<file path="src/rtl/baud_gen_frac.sv">
// -----------------------------------------------------------------------------
// baud_gen_frac
//
// Fractional baud-rate generator. It produces an oversample tick (tick_os)
// whose average period is div_int + div_frac/2^FRAC_W sys_clk cycles. A
// fractional accumulator decides whether each period is div_int or div_int+1
// cycles long. Every OVERSAMPLE ticks it also produces a bit-rate tick
// (tick_bit), and it derives a bit-rate square wave (bclk) and a
// tick-rate toggle (bclkx8).
//
// The divisor is double buffered. A load strobe captures the selected
// divisor (a preset or div_int/div_frac) into a shadow register. The shadow
// becomes active at the next counter wrap, so a period is never cut short or
// stretched by a divisor change.
//
// Ports
//   sys_clk    in   system clock; all state is updated on its rising edge
//   rst        in   asynchronous active-high reset
//   en         in   count enable; while low all counters hold
//   use_preset in   1: use the preset selected by sel_baud, 0: div_int/div_frac
//   sel_baud   in   preset index (00=115200 01=38400 10=9600 11=4800)
//   div_int    in   custom integer divisor (sys_clk cycles per tick)
//   div_frac   in   custom fractional divisor (units of 1/2^FRAC_W cycle)
//   load       in   strobe: capture the selected divisor into the shadow
//   sync_clr   in   strobe: realign phase (counter, os_cnt, acc to zero)
//   tick_os    out  one-cycle pulse at the oversample rate
//   tick_bit   out  one-cycle pulse at the bit rate
//   bclk       out  bit-rate square wave, high for the first half of a bit
//   bclkx8     out  level toggling on every tick_os
//   div_err    out  sticky: a captured integer divisor was below 2
// -----------------------------------------------------------------------------
module baud_gen_frac #(
  parameter int unsigned OVERSAMPLE   = 8,
  parameter int unsigned DIV_W        = 16,
  parameter int unsigned FRAC_W       = 4,
  parameter int unsigned PRESET_INT0  = 108,
  parameter int unsigned PRESET_FRAC0 = 8,
  parameter int unsigned PRESET_INT1  = 325,
  parameter int unsigned PRESET_FRAC1 = 8,
  parameter int unsigned PRESET_INT2  = 1302,
  parameter int unsigned PRESET_FRAC2 = 1,
  parameter int unsigned PRESET_INT3  = 2604,
  parameter int unsigned PRESET_FRAC3 = 3
) (
  input  logic              sys_clk,
  input  logic              rst,
  input  logic              en,
  input  logic              use_preset,
  input  logic [1:0]        sel_baud,
  input  logic [DIV_W-1:0]  div_int,
  input  logic [FRAC_W-1:0] div_frac,
  input  logic              load,
  input  logic              sync_clr,
  output logic              tick_os,
  output logic              tick_bit,
  output logic              bclk,
  output logic              bclkx8,
  output logic              div_err
);

  localparam int unsigned     OS_W    = $clog2(OVERSAMPLE);
  localparam logic [OS_W-1:0] OS_LAST = OS_W'(OVERSAMPLE - 1);
  localparam logic [OS_W-1:0] OS_HALF = OS_W'(OVERSAMPLE / 2);

  if ((OVERSAMPLE < 4) || ((OVERSAMPLE % 2) != 0)) begin : g_bad_oversample
    $error("baud_gen_frac: OVERSAMPLE must be an even number >= 4");
  end

  typedef struct packed {
    logic [DIV_W-1:0]  whole;
    logic [FRAC_W-1:0] frac;
  } divisor_t;

  localparam divisor_t RESET_DIV = {DIV_W'(PRESET_INT3), FRAC_W'(PRESET_FRAC3)};

  // ---------------------------------------------------------------------------
  // Divisor selection and clamping
  // ---------------------------------------------------------------------------
  divisor_t sel_div;   // divisor selected by use_preset / sel_baud
  divisor_t cap_div;   // selected divisor after clamping, as it is captured
  logic     clamp;     // selected integer divisor is 0 or 1

  always_comb begin
    // NOTE: every signal written here gets a default first, so no path through
    // the block leaves it unassigned and no latch is inferred.
    sel_div = {div_int, div_frac};
    if (use_preset) begin
      case (sel_baud)
        2'd0:    sel_div = {DIV_W'(PRESET_INT0), FRAC_W'(PRESET_FRAC0)};
        2'd1:    sel_div = {DIV_W'(PRESET_INT1), FRAC_W'(PRESET_FRAC1)};
        2'd2:    sel_div = {DIV_W'(PRESET_INT2), FRAC_W'(PRESET_FRAC2)};
        default: sel_div = {DIV_W'(PRESET_INT3), FRAC_W'(PRESET_FRAC3)};
      endcase
    end
    // A period shorter than 2 cycles cannot produce a one-cycle pulse followed
    // by a low cycle, so such divisors are raised to 2.
    clamp   = (sel_div.whole < DIV_W'(2));
    cap_div = sel_div;
    if (clamp) begin
      cap_div.whole = DIV_W'(2);
    end
  end

  // ---------------------------------------------------------------------------
  // Period counter, fractional accumulator, oversample counter
  // ---------------------------------------------------------------------------
  divisor_t          act_div;   // divisor governing the running period
  divisor_t          sh_div;    // shadow divisor waiting for the next wrap
  logic              sh_pend;   // shadow holds a divisor not yet active
  logic              sh_now;    // shadow was loaded while disabled: apply next cycle

  logic [DIV_W-1:0]  cnt;       // cycle position within the current period
  logic [DIV_W-1:0]  last_cnt;  // final count of the current period
  logic [FRAC_W-1:0] acc;       // fractional phase accumulator
  logic              carry_q;   // current period is stretched by one cycle
  logic [FRAC_W:0]   acc_sum;   // accumulator update including carry out
  logic [OS_W-1:0]   os_cnt;    // tick index within the bit
  logic              fire;      // this edge ends the period and emits a tick

  // act_div.whole is never below 2, so subtracting one cannot underflow.
  assign last_cnt = act_div.whole - DIV_W'(1) + DIV_W'(carry_q);
  // The >= compare also wraps safely if a divisor applied while disabled is
  // shorter than the count already reached.
  assign fire     = en && !sync_clr && (cnt >= last_cnt);
  assign acc_sum  = {1'b0, acc} + {1'b0, act_div.frac};

  always_ff @(posedge sys_clk or posedge rst) begin
    if (rst) begin
      cnt      <= '0;
      acc      <= '0;
      carry_q  <= 1'b0;
      os_cnt   <= '0;
      tick_os  <= 1'b0;
      tick_bit <= 1'b0;
      bclkx8   <= 1'b0;
    end else begin
      // NOTE: registers are updated with non-blocking assignments so every
      // right-hand side reads the value from before this clock edge.
      // The pulses are registered copies of fire. They drop on the next edge
      // even if en has gone low, so a pending pulse lasts exactly one cycle.
      tick_os  <= fire;
      tick_bit <= fire && (os_cnt == OS_LAST);
      if (sync_clr) begin
        cnt     <= '0;
        acc     <= '0;
        carry_q <= 1'b0;
        os_cnt  <= '0;
      end else if (fire) begin
        cnt     <= '0;
        acc     <= acc_sum[FRAC_W-1:0];
        carry_q <= acc_sum[FRAC_W];
        os_cnt  <= (os_cnt == OS_LAST) ? '0 : os_cnt + OS_W'(1);
        bclkx8  <= ~bclkx8;
      end else if (en) begin
        cnt <= cnt + DIV_W'(1);
      end
    end
  end

  // ---------------------------------------------------------------------------
  // Shadow / active divisor and error flag
  // ---------------------------------------------------------------------------
  always_ff @(posedge sys_clk or posedge rst) begin
    if (rst) begin
      act_div <= RESET_DIV;
      sh_div  <= RESET_DIV;
      sh_pend <= 1'b0;
      sh_now  <= 1'b0;
      div_err <= 1'b0;
    end else begin
      if (load && clamp) begin
        div_err <= 1'b1;
      end
      if (load) begin
        sh_div <= cap_div;
      end
      if (load && sync_clr) begin
        // The phase restarts this edge, so the new divisor can take over
        // without splitting a period.
        act_div <= cap_div;
        sh_pend <= 1'b0;
        sh_now  <= 1'b0;
      end else begin
        if (sh_pend && (fire || sh_now)) begin
          act_div <= sh_div;
          sh_pend <= 1'b0;
          sh_now  <= 1'b0;
        end
        // A fresh load overrides the clear above. A shadow captured on the
        // same edge as a wrap still waits for the following wrap.
        if (load) begin
          sh_pend <= 1'b1;
          sh_now  <= !en;
        end
      end
    end
  end

  assign bclk = (os_cnt < OS_HALF);

endmodule

</file>
<file path="config.mk">
export PLATFORM = sky130hd
export DESIGN_NAME = baud_gen_frac
export DESIGN_NICKNAME = d
export VERILOG_FILES = /design/src/rtl/baud_gen_frac.sv
export SDC_FILE = /design/constraint.sdc
export NUM_CORES = 1
export LEC_CHECK = 0
export BUFFER_PORTS_ARGS = -buffer_cell sky130_fd_sc_hd__buf_2
export CAP_MARGIN = 15
export CORE_AREA = 2 2 88 90
export CTS_CLUSTER_DIAMETER = 200
export CTS_CLUSTER_SIZE = 30
export DETAILED_ROUTE_END_ITERATION = 7
export DIE_AREA = 0 0 90 92
export PLACE_DENSITY = 0.73
export SLEW_MARGIN = 10
export SYNTH_ARGS = -nofsm -noshare
export SYNTH_HDL_FRONTEND = slang
export SYNTH_SLANG_ARGS = --single-unit
export TNS_END_PERCENT = 1
</file>
<file path="constraint.sdc">
create_clock -name sys_clk -period 6.95 [get_ports sys_clk]
set_input_delay 0.3475 -clock sys_clk [delete_from_list [all_inputs] [get_ports sys_clk]]
set_output_delay 0.3475 -clock sys_clk [all_outputs]
set_load 0.02 [all_outputs]
</file>
Word-level counts from Yosys, hierarchy flattened

Index checks and enable logic that the tools add are counted.

Bits in registers: 70
Bits of input ports: 28
Output and inout bits: 5
Word-level logic and storage cells: 62

Add/subtract/negate cells: 5
Magnitude comparators: 3
Equality and inequality tests: 3
Multiplexer cells: 20
Bitwise logic cells: 2
Reduce and logical (&&, ||, !) cells: 15

Operator list:

| cell                    | number |
|---|---|
| $mux W16                | 4 |
| $mux W20                | 3 |
| $pmux W16 S3            | 1 |
| $add A16 B1 Y16         | 1 |
| $add A16 B1 Y16 const B | 1 |
| $ge A16 B16 Y1          | 1 |
| $lt A16 B2 Y1 const B   | 1 |
| $sub A16 B1 Y16 const B | 1 |
| $mux W3                 | 3 |
| $mux W4                 | 2 |
| $mux W1                 | 7 |
| $logic_and A1 B1 Y1     | 6 |
| $reduce_bool A3 Y1      | 2 |
| $add A4 B4 Y5           | 1 |
| $reduce_bool A2 Y1      | 2 |
| $add A3 B1 Y3 const B   | 1 |
| $eq A3 B3 Y1 const B    | 1 |
| $lt A3 B3 Y1 const B    | 1 |
| $eq A2 B1 Y1 const B    | 1 |
| $eq A2 B2 Y1 const B    | 1 |
| $logic_not A1 Y1        | 2 |
| $logic_not A2 Y1        | 1 |
| $not A1 Y1              | 2 |
| $reduce_and A2 Y1       | 1 |
| $logic_or A1 B1 Y1      | 1 |

Logic depth before layout (Yosys ltp)

Gate-level depths: netlist of run 1.

Word-level depth: 9
Gate-level depth with buffers: 15
Mapped depth without buffers: 14

Worst setup path before layout of run 1

No wires, ideal clock.

Path type: register to register
Start point: reg act_div[11] (netlist bit)
End point: reg act_div[2] (netlist bit)
Library setup time: 0.126 ns
Arrival time: 3.848 ns
Data required time: 6.824 ns
Setup slack: 2.976 ns
Stages on the path, launching flop included: 14
Path buffers: 1
Clock period less this slack: 3.974 ns
Cells stage by stage: dfrtp_1 -> or4_1 -> or3_1 -> nand2b_1 -> nor3_1 -> xnor2_1 -> ha_1 -> and4_1 -> o211ai_1 -> or4_4 -> a311oi_4 -> a21oi_2 -> buf_6 -> a221o_1

Cells in the longest elaborated chain, start to end: 7

Ends and longest elaborated chain:

| item                         | line | source |
|---|---|---|
| start: declaration           | 107  | `divisor_t act_div;` |
| start signal: assignment     | 180  | `act_div <= cap_div;` |
| start signal: assignment     | 185  | `act_div <= sh_div;` |
| $sub A16 B1 Y16              | 121  | `assign last_cnt = act_div.whole - DIV_W'(1) + DIV_W'(carry_q);` |
| $add A16 B1 Y16              | 121  |  |
| $ge A16 B16 Y1               | 124  | `assign fire = en && !sync_clr && (cnt >= last_cnt);` |
| $logic_and A1 B1 Y1          | 124  |  |
| $logic_or A1 B1 Y1           | 184  | `if (sh_pend && (fire \|\| sh_now)) begin` |
| $logic_and A1 B1 Y1          | 184  |  |
| $reduce_bool A2 Y1 (no line) | -    |  |

Every way passes these cells.
A chain may end at the register's enable or synchronous reset.

Worst setup path after layout of run 1

Start point: reg act_div[11] (netlist bit)
End point: reg act_div[10] (netlist bit)

Same word-level chain as after synthesis.

==> impl_table.tex, run 1 <==
\begin{tabular}{lr}
\hline
Metric & Value \\
\hline
\multicolumn{2}{l}{\textbf{Layout}} \\
\quad Final core area utilization & 59.6\% \\
\quad Number of antenna cells inserted & 0 \\
\quad Fraction of layout cells with a size suffix above 1 & 17.3\% \\
\quad Total number of nets in the final design & 487 \\
\quad Post-route design area & 4440 sq um \\
\quad Number of fill cells in the layout & 660 \\
\quad Area growth from synthesis to final layout & 12.4\% \\
\multicolumn{2}{l}{\textbf{Power and ir drop}} \\
\quad Switch share & 27.7\% \\
\quad Internal power & 0.000737 W \\
\quad Share of total power in the clock network & 36.7\% \\
\quad Worst ir drop on vdd & 0.150 mV \\
\quad Fraction of power consumed by sequential logic & 47.2\% \\
\quad Combinational share of power & 16.1\% \\
\quad Power Density & 230 nW/um\^{}2 \\
\quad LEAKAGE & 2.05 nW \\
\quad Switching pwr & 0.000282 W \\
\multicolumn{2}{l}{\textbf{Yosys}} \\
\quad Main combinational cell family by area after synthesis & simple AND/OR/NAND/NOR gates \\
\quad Most instantiated library cell after synthesis & dfrtp\_1 \\
\quad List of most frequent post-synthesis cells & 56 x dfrtp\_1, 55 x nor2\_1, 30 x ha\_1, 27 x a21oi\_1, 22 x nand2\_1 \\
\quad Number of flops mapped to enable cells by yosys & 0 \\
\quad Share of flip-flops with an asynchronous set or reset after synthesis & 100\% \\
\quad Flip-flop and latch count after synthesis & 70 \\
\quad Net count after synthesis & 453 \\
\quad Area contributors post-synth & dfrtp\_1 35\%, ha\_1 9.5\%, dfstp\_2 9.3\% \\
\quad Post-Syn Area per Cell & 10.0 sq um \\
\quad Post-synthesis cell type with the largest combined area & dfrtp\_1 \\
\quad Adder and majority gate portion of the synthesized area & 10.0\% \\
\quad Area of the mapped netlist & 3950 sq um \\
\quad Yosys top cell area share & 35.5\% \\
\quad Number of distinct library cell variants in the gate-level netlist after synthesis & 50 \\
\quad Number of instances in the synthesized netlist & 394 \\
\quad Basic-gate share of the synthesized area counting and, or, nand and nor cells & 16.9\% \\
\quad Multiplexer share of the synthesized area & 2.57\% \\
\quad Share of the synthesized area in compound gates (AO/OA/AOI/OAI) & 16.1\% \\
\quad Xor and xnor fraction of the mapped netlist area & 6.66\% \\
\quad Warnings from Yosys & 0 \\
\quad Leading register cell type out of synthesis & dfrtp\_1 \\
\quad Register area share after synthesis & 44.8\% \\
\multicolumn{2}{l}{\textbf{Worst setup path}} \\
\quad Arrival time worst endpoint & 4850 ps \\
\quad Biggest cell delay along the critical path & 720 ps \\
\quad CP max FO & 19 \\
\quad Cell class contributing the biggest share of worst-path delay & simple AND/OR/NAND/NOR gates \\
\quad Depth of the worst register-to-register path & 12 \\
\quad Standard cell with the maximum stage delay on the critical path & a311oi\_4 \\
\quad Sum of buffers and inverters on the critical path & 0 \\
\quad Required time of the critical path & 7190 ps \\
\quad Critical Path Source Type & register \\
\quad Logic depth of the worst path, buffers included & 12 \\
\quad Ordered cell list for the critical path & or4\_1 -> or3\_1 -> nand2b\_1 -> nor3\_1 -> xnor2\_1 -> ha\_1 -> and4\_1 -> o211ai\_1 -> or4\_4 -> a311oi\_4 -> a21oi\_2 -> a221o\_1 \\
\quad Worst Setup End Kind & register \\
\quad Category of the critical setup timing path & reg2reg \\
\multicolumn{2}{l}{\textbf{Floorplanning}} \\
\quad Total I/O pin count & 33 \\
\quad Die Y-Extent & 92 um \\
\quad Initial core utilization & 53.0\% \\
\quad Chip Width & 90 um \\
\quad CORE AREA & 7450 sq um \\
\quad Full die area & 8280 sq um \\
\quad Placement Rows & 32 \\
\multicolumn{2}{l}{\textbf{Clock network}} \\
\quad Hold buffer count at CTS & 0 \\
\quad Total number of clock tree sinks & 70 \\
\quad H-Tree Depth & 3 \\
\quad Number of buffers added by the clock tree synthesis step & 9 \\
\quad Number of setup buffers added after CTS & 0 \\
\quad Insertion delay to the later sink of the worst-skew pair & 350 ps \\
\quad Root buffer cell & clkbuf\_8 \\
\quad CTS Buffer Depth & 2 \\
\quad Post-cts resize count & 0 \\
\quad TritonCTS clock tree & yes \\
\quad Clock transition at the registers of the reported paths & 80 ps \\
\multicolumn{2}{l}{\textbf{Placed design}} \\
\quad Port bufs & 32 \\
\quad Routability cong. & 0.810 \\
\quad Cell Area, Placed & 4200 sq um \\
\quad Placed wire-length estimate after detailed placement & 5.74 mm \\
\multicolumn{2}{l}{\textbf{Route}} \\
\quad Wire length per cell after detailed routing & 15.0 um \\
\quad Post-route ant nets & 0 \\
\quad Initial DRC count & 111 \\
\quad DRC viols & 0 \\
\quad First-pass DRT Iterations & 4 \\
\quad Vias per std cell & 5.46 \\
\quad DR vias & 2921 \\
\quad Final wirelength & 8.01 mm \\
\multicolumn{2}{l}{\textbf{Timing}} \\
\quad Pins over their slew limit & 0 \\
\quad Setup tns final & 0 ps \\
\quad Minimum clock period after layout & 4610 ps \\
\quad Final-report setup violation count & 0 \\
\quad Fin. Hold Viols & 0 \\
\quad Actual slew at the worst max-slew pin & 872 ps \\
\quad Tightest slew margin relative to the limit & 41.0\% \\
\quad Setup repair after global routing missed its margin & false \\
\quad Fin crit share & 66.3\% \\
\quad Final Skew & 5.68 ps \\
\quad Maximum frequency from static timing analysis & 217 MHz \\
\multicolumn{2}{l}{\textbf{Hold path}} \\
\quad Path type of the worst min-delay path & in2async \\
\multicolumn{2}{l}{\textbf{Run status}} \\
\quad Outcome & completed \\
\multicolumn{2}{l}{\textbf{Global routing}} \\
\quad Via count of the first global-routing pass & 2981 \\
\quad First-pass GRT wire length & 14.4 mm \\
\quad Most crowded layer after global routing & met2 \\
\quad Remaining global-route overflow & 0 \\
\quad Met1 routing resource usage after global routing & 29.7\% \\
\quad Met3 usage & 5.83\% \\
\quad Total routing usage reported by global routing & 22.1\% \\
\quad Antenna violations before repair & 0 \\
\quad Met2 usage & 34.8\% \\
\quad Pin count of the biggest net entering global routing & 71 \\
\multicolumn{2}{l}{\textbf{Job}} \\
\quad Count of maximum capacitance violations & 0 \\
\hline
\end{tabular}
-- state kept, by name (all words and copies together), names as in the netlist, 3 cells and up --
register	cells
act_div	20
sh_div	20
cnt	16
acc	4
os_cnt	3
-- logic make-up after synthesis --
kind of cell    after synthesis
compound gates               87
xor+xnor                     30
fa+ha+maj                    31
buf+inv                      29
flops                        70
mux                          10
simple gates                137
-- layout make-up --
type                       instances  area (sq um)  area share [%]
clock inverter                     6          92.6            2.09
timing repair buffer              35           183            4.12
multi-input combinational        295          2060            46.5
inverter                          17          63.8            1.44
tap                              102           128            2.88
clock buffer                      10           138            3.10
sequential                        70          1770            39.9
-- path summary, 6_finish.rpt --
path                             startpoint          end  slack [ps]
worst max-delay path            act_div[11]  act_div[10]        2340
worst min-delay path                    rst      cnt[11]         250
worst max register to register  act_div[11]  act_div[10]        2340
worst min register to register      div_err      div_err         470
max in group asynchronous               rst       acc[0]        6140
min in group sys_clk             div_int[7]   sh_div[11]         250
-- tightest hold or removal path, delay by kind of cell --
family | cells | cell delay, ps
buf+inv | 3 | 790
-- cell usage in the layout (no fill, tap or decap), drive strengths merged, types with 2 or more instances in the layout --
cell	instances
a22oi	2
buf	35
or2	3
and3	7
nor4	5
a21oi	28
mux2i	9
dfstp	14
or4	4
o31ai	3
nand4	2
nand3	8
nor3b	2
a22o	11
nand2b	7
xnor2	18
nor2b	4
clkbuf	10
o21a	2
o22ai	2
and2	4
or3	3
a311oi	2
dfrtp	56
and4	2
o21ai	9
ha	30
a21o	7
a211oi	2
clkinvlp	2
bufinv	2
a221o	13
nor3	7
xor2	12
nor2	55
nand2	22
inv	18
-- stage by stage --
stage,hold slack [ps],total power (W),std cells,setup slack (ps)
final,245,0.00102,535,2340
after global routing,237,0.00108,535,1990
after CTS,236,0.00103,534,2310
after detailed placement,449,0.000651,518,2350
after global placement,442,0.000642,518,2450
after floorplan,461,0.000601,394,2980
-- metal layers --
| layer | part of all wire (%) | vias to the layer above |
|---|---|---|
| met4 | 2.0 | 0 |
| li1 | - | 1478 |
| met3 | 3.9 | 12 |
| met1 | 48 | 1377 |
| met2 | 46 | 54 |
| met5 | 0 | - |
-- power by group through the flow --
stage,clock (W),combinational [W],sequential [W]
after floorplan,0,0.000120,0.000481
after global placement,0,0.000156,0.000486
after detailed placement,0,0.000163,0.000487
after CTS,0.000381,0.000165,0.000480
after global routing,0.000403,0.000187,0.000486
final,0.000374,0.000164,0.000480
Note: power is estimated with default switching activity, not from simulation.
==> run 2, diff against run 1 <==
clock period = 4.3 ns   (was 6.95 ns; I/O delays follow)
==> impl_table.tex, run 2 (same netlist as run 1, synthesis figures left out) <==
\begin{tabular}{lr}
\hline
Metric & Value \\
\hline
\multicolumn{2}{l}{\textbf{Placed design}} \\
\quad Port bufs & 32 \\
\quad Routability cong. & 0.861 \\
\quad Cell Area, Placed & 4220 sq um \\
\quad Placed wire-length estimate after detailed placement & 5.89 mm \\
\multicolumn{2}{l}{\textbf{Power and ir drop}} \\
\quad Power Density & 345 nW/um\^{}2 \\
\quad Worst ir drop on vdd & 0.160 mV \\
\quad LEAKAGE & 2.04 nW \\
\multicolumn{2}{l}{\textbf{Job}} \\
\quad Count of maximum capacitance violations & 0 \\
\multicolumn{2}{l}{\textbf{Clock network}} \\
\quad Root buffer cell & clkbuf\_8 \\
\quad CTS Buffer Depth & 2 \\
\quad Number of setup buffers added after CTS & 0 \\
\quad TritonCTS clock tree & yes \\
\quad Post-cts resize count & 0 \\
\quad Insertion delay to the later sink of the worst-skew pair & 360 ps \\
\quad Clock transition at the registers of the reported paths & 80 ps \\
\quad H-Tree Depth & 3 \\
\quad Hold buffer count at CTS & 0 \\
\quad Total number of clock tree sinks & 70 \\
\quad Number of buffers added by the clock tree synthesis step & 9 \\
\multicolumn{2}{l}{\textbf{Layout}} \\
\quad Most common library cell in the layout ignoring fill and taps & dfrtp\_1 \\
\quad Sequential cell area & 1770 sq um \\
\quad Post-route design area & 4390 sq um \\
\quad Number of fill cells in the layout & 675 \\
\quad Regs by FF count & act\_div x20, sh\_div x20, cnt x16 \\
\quad Area growth from synthesis to final layout & 11.3\% \\
\quad Fraction of layout cells with a size suffix above 1 & 17.5\% \\
\quad Number of antenna cells inserted & 0 \\
\quad Multi-input gate area in the final layout & 2060 sq um \\
\quad Highest-count cells in the layout ignoring fill and taps & 56 x dfrtp\_1, 55 x nor2\_1, 32 x buf\_2, 30 x ha\_1, 27 x a21oi\_1 \\
\quad Total number of nets in the final design & 489 \\
\multicolumn{2}{l}{\textbf{Route}} \\
\quad DRC viols & 0 \\
\quad Post-route ant nets & 0 \\
\quad First-pass DRT Iterations & 4 \\
\quad Vias per std cell & 5.55 \\
\quad DR vias & 2983 \\
\quad Wire length per cell after detailed routing & 15.1 um \\
\quad Final wirelength & 8.09 mm \\
\quad Initial DRC count & 142 \\
\multicolumn{2}{l}{\textbf{Worst setup path}} \\
\quad Required time of the critical path & 4540 ps \\
\quad Biggest cell delay along the critical path & 540 ps \\
\quad Worst Setup End Kind & register \\
\quad Category of the critical setup timing path & reg2reg \\
\quad Sum of buffers and inverters on the critical path & 0 \\
\quad Cell class contributing the biggest share of worst-path delay & simple AND/OR/NAND/NOR gates \\
\quad Ordered cell list for the critical path & or4\_1 -> or3\_1 -> nand2b\_1 -> nor3\_1 -> xnor2\_1 -> ha\_1 -> and4\_1 -> o211ai\_1 -> or4\_4 -> a311oi\_4 -> a21oi\_2 -> a221o\_1 \\
\quad Arrival time worst endpoint & 4280 ps \\
\quad Critical Path Source Type & register \\
\quad Standard cell with the maximum stage delay on the critical path & or4\_4 \\
\quad CP max FO & 18 \\
\multicolumn{2}{l}{\textbf{Floorplanning}} \\
\quad Die Y-Extent & 92 um \\
\quad Initial core utilization & 53.0\% \\
\quad Placement Rows & 32 \\
\quad Chip Width & 90 um \\
\quad Full die area & 8280 sq um \\
\quad Total I/O pin count & 33 \\
\quad CORE AREA & 7450 sq um \\
\multicolumn{2}{l}{\textbf{Timing}} \\
\quad Fin crit share & 93.9\% \\
\quad Minimum clock period after layout & 4040 ps \\
\quad Final-report setup violation count & 0 \\
\quad Maximum frequency from static timing analysis & 248 MHz \\
\quad Setup repair after global routing missed its margin & false \\
\quad Setup tns final & 0 ps \\
\quad Final Skew & 9.55 ps \\
\quad Actual slew at the worst max-slew pin & 867 ps \\
\quad Fin. Hold Viols & 0 \\
\quad Pins over their slew limit & 0 \\
\quad Tightest slew margin relative to the limit & 42.2\% \\
\multicolumn{2}{l}{\textbf{Run status}} \\
\quad Outcome & completed \\
\multicolumn{2}{l}{\textbf{Global routing}} \\
\quad First-pass GRT wire length & 13.9 mm \\
\quad Pin count of the biggest net entering global routing & 71 \\
\quad Via count of the first global-routing pass & 2914 \\
\quad Total routing usage reported by global routing & 21.0\% \\
\quad Remaining global-route overflow & 0 \\
\quad Antenna violations before repair & 0 \\
\multicolumn{2}{l}{\textbf{Hold path}} \\
\quad Path type of the worst min-delay path & in2async \\
\hline
\end{tabular}
==> run 2: path summary, 6_finish.rpt <==
| kind | cells past startpoint | slack [ps] | to | from |
|---|---|---|---|---|
| worst min-delay path | 3 | 110 | cnt[10] | rst |
| max in group asynchronous | 3 | 3630 | act_div[11] | rst |
| worst min register to register | 1 | 460 | bclkx8 | bclkx8 |
| worst max-delay path | 12 | 260 | act_div[8] | act_div[11] |
| min in group sys_clk | 2 | 110 | sh_div[2] | div_frac[2] |
| worst max register to register | 12 | 260 | act_div[8] | act_div[11] |
==> run 2: metrics by stage <==
stage               power [W]  cells  utilization, %  hold WS, ps  worst slack [ps]
finish                0.00152    537            59.0          107               263
detailed placement    0.00105    521            56.7          456               262
global placement      0.00104    521            56.7          440               356
floorplan            0.000972    394               -          343               326
CTS                   0.00153    537            59.0          101               256
global route          0.00160    537            59.0          103              38.6
==> run 2: layout make-up <==
class                   count  area share, %
clock buffers              10           2.90
clock inverters             6           1.05
inverters                  17           1.45
multi-input cells         295           46.9
flip-flops and latches     70           40.3
well taps                 102           2.90
repair buffers             37           4.50
==> run 2: per-layer routing <==
layer  global-route usage, %  up-vias  wire length, um
met5                       0        -                0
met4                    8.85        0              157
met3                    2.79       14              377
met2                    33.4       78             3710
met1                    29.3     1410             3840
li1                        -     1481                -
==> run 2: report_power, final <==
part / switching, W / internal [W]
combinational: 0.000146 / 0.000119
sequential: 0.0000512 / 0.000725
clock: 0.000260 / 0.000213
==> run 2: tightest hold or removal path, delay by kind of cell <==
kind	cells	cell delay, ps
buffers and inverters	3	780
